File: config.mk
export PLATFORM = sky130hd
export DESIGN_NAME = gf2m_serial_mul
export DESIGN_NICKNAME = d
export VERILOG_FILES = /design/src/rtl/ecc_pkg.sv /design/src/rtl/gf2m_digit_step.sv /design/src/rtl/gf2m_serial_mul.sv
export SDC_FILE = /design/constraint.sdc
export NUM_CORES = 1
export LEC_CHECK = 0
export CAP_MARGIN = 20
export CORE_MARGIN = 3
export CORE_UTILIZATION = 55
export DETAILED_ROUTE_END_ITERATION = 6
export HOLD_SLACK_MARGIN = 0.1
export PLACE_DENSITY = 0.9
export SLEW_MARGIN = 30
export SYNTH_ARGS = -nofsm -noshare
export SYNTH_HDL_FRONTEND = slang
export SYNTH_SLANG_ARGS = --single-unit
File: constraint.sdc
create_clock -name CLK -period 4.6 [get_ports CLK]
set_clock_uncertainty 0.15 [all_clocks]
set_input_delay 0.46 -clock CLK [delete_from_list [all_inputs] [get_ports CLK]]
set_output_delay 0.46 -clock CLK [all_outputs]
set_load 0.02 [all_outputs]
File: src/rtl/ecc_pkg.sv
// Shared field constants, FSM state encoding and digit-count helper
// for the GF(2^M) serial multiplier.
package ecc_pkg;
    localparam int ECC_M = 163;
    localparam logic [ECC_M-1:0] ECC_POLY = 163'hC9;

    typedef enum logic [1:0] {
        IDLE = 2'b00,
        CALC = 2'b01,
        DONE = 2'b10
    } mul_state_t;

    function automatic int digit_count(input int m, input int d);
        return (m + d - 1) / d;
    endfunction
endpackage

File: src/rtl/gf2m_digit_step.sv
// One digit of a MSB-first polynomial-basis multiply:
// z_next = (z * x^D mod F) ^ (a * digit mod F), purely combinational.
module gf2m_digit_step #(
    parameter int M = 163,
    parameter int D = 1,
    parameter logic [M-1:0] POLY = 'hC9
) (
    input  logic [M-1:0] z,
    input  logic [M-1:0] a,
    input  logic [D-1:0] digit,
    output logic [M-1:0] z_next
);
    logic [M-1:0] acc;

    // Horner form: each bit shifts once, folds the x^M overflow back as POLY,
    // then adds A if that multiplier bit is set.
    always_comb begin
        acc = z;
        for (int i = D - 1; i >= 0; i--) begin
            acc = {acc[M-2:0], 1'b0} ^ (acc[M-1] ? POLY : '0) ^ (digit[i] ? a : '0);
        end
        z_next = acc;
    end
endmodule

File: src/rtl/gf2m_serial_mul.sv
// Digit-serial GF(2^M) multiplier, N = ceil(M/D) cycles per product.
// Define GF2M_MUL_DUP_CHECK_EN to add a lockstep B*A datapath whose mismatch raises ERROR.
module gf2m_serial_mul
    import ecc_pkg::*;
#(
    parameter int M = ECC_M,
    parameter int D = 1,
    parameter logic [M-1:0] POLY = 'hC9
) (
    input  logic         CLK,
    input  logic         RST_N,
    input  logic         MUL_IN_VALID,
    input  logic [M-1:0] A,
    input  logic [M-1:0] B,
    input  logic         ERR_CLR,
    output logic [M-1:0] C,
    output logic         MUL_OUT_VALID,
    output logic         BUSY,
    output logic         ERROR
);
    localparam int N  = digit_count(M, D);
    localparam int W  = N * D;
    localparam int CW = $clog2(N + 1);

    mul_state_t   state;
    logic [M-1:0] ar;
    logic [M-1:0] z;
    logic [M-1:0] z_next;
    logic [W-1:0] br;
    logic [CW-1:0] cnt;
    logic         start;
    logic         last;
    logic         dup_err;

    // Multiplier is zero-extended to N*D bits so the first digit carries the padding.
    assign start = MUL_IN_VALID && (state != CALC);
    assign last  = (state == CALC) && (cnt == CW'(1));

    gf2m_digit_step #(.M(M), .D(D), .POLY(POLY)) u_step (
        .z      (z),
        .a      (ar),
        .digit  (br[W-1 -: D]),
        .z_next (z_next)
    );

`ifdef GF2M_MUL_DUP_CHECK_EN
    logic [M-1:0] ar2;
    logic [M-1:0] z2;
    logic [M-1:0] z2_next;
    logic [W-1:0] br2;

    gf2m_digit_step #(.M(M), .D(D), .POLY(POLY)) u_step2 (
        .z      (z2),
        .a      (ar2),
        .digit  (br2[W-1 -: D]),
        .z_next (z2_next)
    );

    always_ff @(posedge CLK or negedge RST_N) begin
        if (!RST_N) begin
            ar2 <= '0;
            br2 <= '0;
            z2  <= '0;
        end else if (start) begin
            ar2 <= B;
            br2 <= W'(A);
            z2  <= '0;
        end else if (state == CALC) begin
            z2  <= z2_next;
            br2 <= br2 << D;
        end
    end

    assign dup_err = last && (z_next != z2_next);
`else
    assign dup_err = 1'b0;
`endif

    always_ff @(posedge CLK or negedge RST_N) begin
        if (!RST_N) begin
            state         <= IDLE;
            ar            <= '0;
            br            <= '0;
            z             <= '0;
            cnt           <= '0;
            C             <= '0;
            MUL_OUT_VALID <= 1'b0;
            BUSY          <= 1'b0;
            ERROR         <= 1'b0;
        end else begin
            MUL_OUT_VALID <= 1'b0;
            // A set condition beats a same-edge clear.
            if ((MUL_IN_VALID && state == CALC) || dup_err)
                ERROR <= 1'b1;
            else if (ERR_CLR)
                ERROR <= 1'b0;

            case (state)
                IDLE, DONE: begin
                    if (MUL_IN_VALID) begin
                        ar    <= A;
                        br    <= W'(B);
                        z     <= '0;
                        cnt   <= CW'(N);
                        state <= CALC;
                        BUSY  <= 1'b1;
                    end else begin
                        state <= IDLE;
                    end
                end
                CALC: begin
                    z   <= z_next;
                    br  <= br << D;
                    cnt <= cnt - 1'b1;
                    if (last) begin
                        C             <= z_next;
                        MUL_OUT_VALID <= 1'b1;
                        BUSY          <= 1'b0;
                        state         <= DONE;
                    end
                end
                default: state <= IDLE;
            endcase
        end
    end
endmodule

==> impl_results.md <==
* Ratio of cells with drive above 1 in the final layout at 5.677%
* Initial antenna violation count at 5
* Syn Area/Cell at 10.76 um^2
* Initial core utilization at 56.03%
* Max cap viols at 0
* Yosys warning count at 0
* Violated checks: DRC
* Clock Pin Slew Worst Setup and Hold Paths at 0.06 ns
* Crit Reg-Reg Startpoint: cnt[3]
* Post-synth net total at 2896
* Setup violations, final at 0
* H-tree levels at 3
* Crit end category: flip-flop
* Most common cell after layout, fill and taps aside: nand2_1
* Period utilisation layout at 62.08%
* Cell taking the most area after synthesis: dfrtp_1
* FP Rows at 81
* Vias in the first global route at 23220
* DRT iter0 DRCs at 2205
* Slew Viols, Final at 0
* Core box area at 49250 um^2
* DIE AREA at 52900 um^2
* Leakage at between 15 and 20 nW
* Synth cell types at 32
* TritonCTS clock tree: yes
* Fin. Hold Viols at 0
* Die Wd at 230 um
* Final WL at just over 80000 um
* R2R Setup Slk at 1.74 ns
* CTS max path bufs at 3
* Placed cells at 3574
* DIE HEIGHT at 230 um
* TritonRoute pass-1 iters at 7
* Root Driver: clkbuf_16
* Gate Count Post-Synth at between 2000 and 3000
* Total power at 17.15 mW
* Finished Core Util at approximately 72%
* CP startpoint kind: flip-flop
* Class of the worst hold path: in2async
* EDFF count, synth at 0
* IO Count at 496
* Sink Count at 665
* Req. time, crit path at 4.92 ns
* RSZ-0062 raised after global routing: false
* Drt wl/cell at 21.89 um
* R2R cell count at 4
* Seq/Total Area, Yosys at 60.30%
* Global-route wire length before repair at 128500 um
* All-Layer GR Usage at slightly above 30%
* Syn-to-layout area delta at 28.61%
* Gpl congestion at ~0.88
* Maximum VDD drop at 301.4 uV
* Top cells by area, synth: dfrtp_1, nand2_1, a22oi_1
* Async S/R FF share, synth at 100.0%
* Slew margin rel. at 33.36%
* DP Wirelength at 50680 um
* Number of synthesized register bits at 665
* Post-Syn Area at 27600 um^2
* Final min period at between 2 and 3 ns
* Crit path kind: reg2reg
* # DRC at 3
* Final nets at 3315
* TritonCTS Buffers at 68
* Critical path peak fanout at 22
* Post-route setup TNS at 0 ns
* Synth top area share at about three fifths
* Fin cells at 3697
* Clock Latency Late Sink at 0.59 ns
* Run status: finished with violations
* Commonest non-fill, non-tap cells in the layout: nand2_1, dfrtp_1, clkdlybuf4s50_1
* Via density at 5.920
* IO Port Bufs at 495
* Remaining Overflow, GRT at 0
* Worst R2R End: C[6]
* Via count at around 22000
* Power per cell area at 483.2 nW/um^2
* Max Clk Rate at 350.2 MHz
* Main synth FF type: dfrtp_1
* Resize count post-CTS at 0
* Largest net degree at the start of global routing at 212
* Actual slew at the worst max-slew pin at 0.9996 ns
* Fill count at 3106
* Crit path DAT at 3.18 ns
* Antenna viol nets, final at 0
## metrics by stage
step	cell area (um^2)	setup WS, ns	hold slack (ns)
global placement	33120	1.783	0.3058
global route	35480	1.616	0.2164
floorplan	27600	2.452	0.01441
CTS	35440	1.723	0.2059
finish	35490	1.745	0.2281
detailed placement	33140	1.691	0.2368
## logic make-up (layout without fill, tap and decap cells)
group           Yosys count  count (layout)  share of synthesized area, %
buf+inv                 230             696                         3.378
fa+ha+maj                 2               2                       0.09066
compound gates          333             333                         9.766
flops                   665             665                         60.30
simple gates           1000            1000                         14.55
xor+xnor                166             166                         5.268
mux                     168             168                         6.647
other cells               0               3                             0
## where the power goes
part,leakage (nW),switching [mW],internal [mW]
Clock,1.13,2.29,3.41
Combinational,6.89,1.78,1.78
Sequential,8.57,0.917,6.97
## final cells by class
type | instances | area (um^2) | share of cell area (%)
inverters | 45 | 168.9 | 0.4759
well taps | 664 | 830.8 | 2.341
flip-flops and latches | 665 | 16640 | 46.90
multi-input cells | 1669 | 10060 | 28.35
clock inverters | 22 | 327.8 | 0.9236
clock buffers | 95 | 1956 | 5.510
repair buffers | 534 | 5495 | 15.48
diodes | 3 | 7.507 | 0.02115
## synthesized netlist by cell type, types with 7 or more instances
cell / number
a22o_1: 123
clkbuf_1: 160
xnor2_1: 122
a22oi_1: 163
buf_1: 7
o2bb2ai_1: 41
mux2_1: 100
buf_4: 16
nand3_1: 162
dfrtp_1: 665
mux2i_1: 46
mux2_2: 22
xor2_1: 44
nand2_1: 819
inv_1: 45
## flip-flops by register name, indices dropped and copies added, names as in the netlist
register,cells
C,163
state,2
ar,163
MUL_OUT_VALID,1
ERROR,1
cnt,8
br,163
BUSY,1
z,163
## critical path: stages (launching register included)
cell     delay (ns)
dfrtp_1        0.45
or4_4          0.55
nor4_4         0.76
buf_4          0.45
mux2_2         0.38
## worst max path at each step
stage / startpoint / to / slack, ns / cells after the start
final: cnt[3] / C[6] / 1.74 / 4
after global routing: cnt[5] / C[22] / 1.62 / 4
after CTS: cnt[5] / C[12] / 1.72 / 4
after detailed placement: MUL_IN_VALID / br[77] / 1.69 / 5
after global placement: cnt[5] / C[5] / 1.78 / 4
after floorplan: cnt[5] / C[100] / 2.45 / 5
## timing repair
item / in CTS / in global routing
hold buffers: 1 / 0
hold endpoints to repair: 275 / 0
setup buffers: 0 / 0
endpoints found under the setup margin: 0 / 0
## metal layers
| metal | up-vias | wire, um | track usage, % |
|---|---|---|---|
| li1 | 9434 | - | - |
| met1 | 11060 | 29680 | 36.94 |
| met2 | 1154 | 40220 | 51.42 |
| met3 | 233 | 7388 | 8.511 |
| met4 | 6 | 3595 | 13.27 |
| met5 | - | 30 | 0 |
Note: power is estimated with default switching activity, not from simulation.
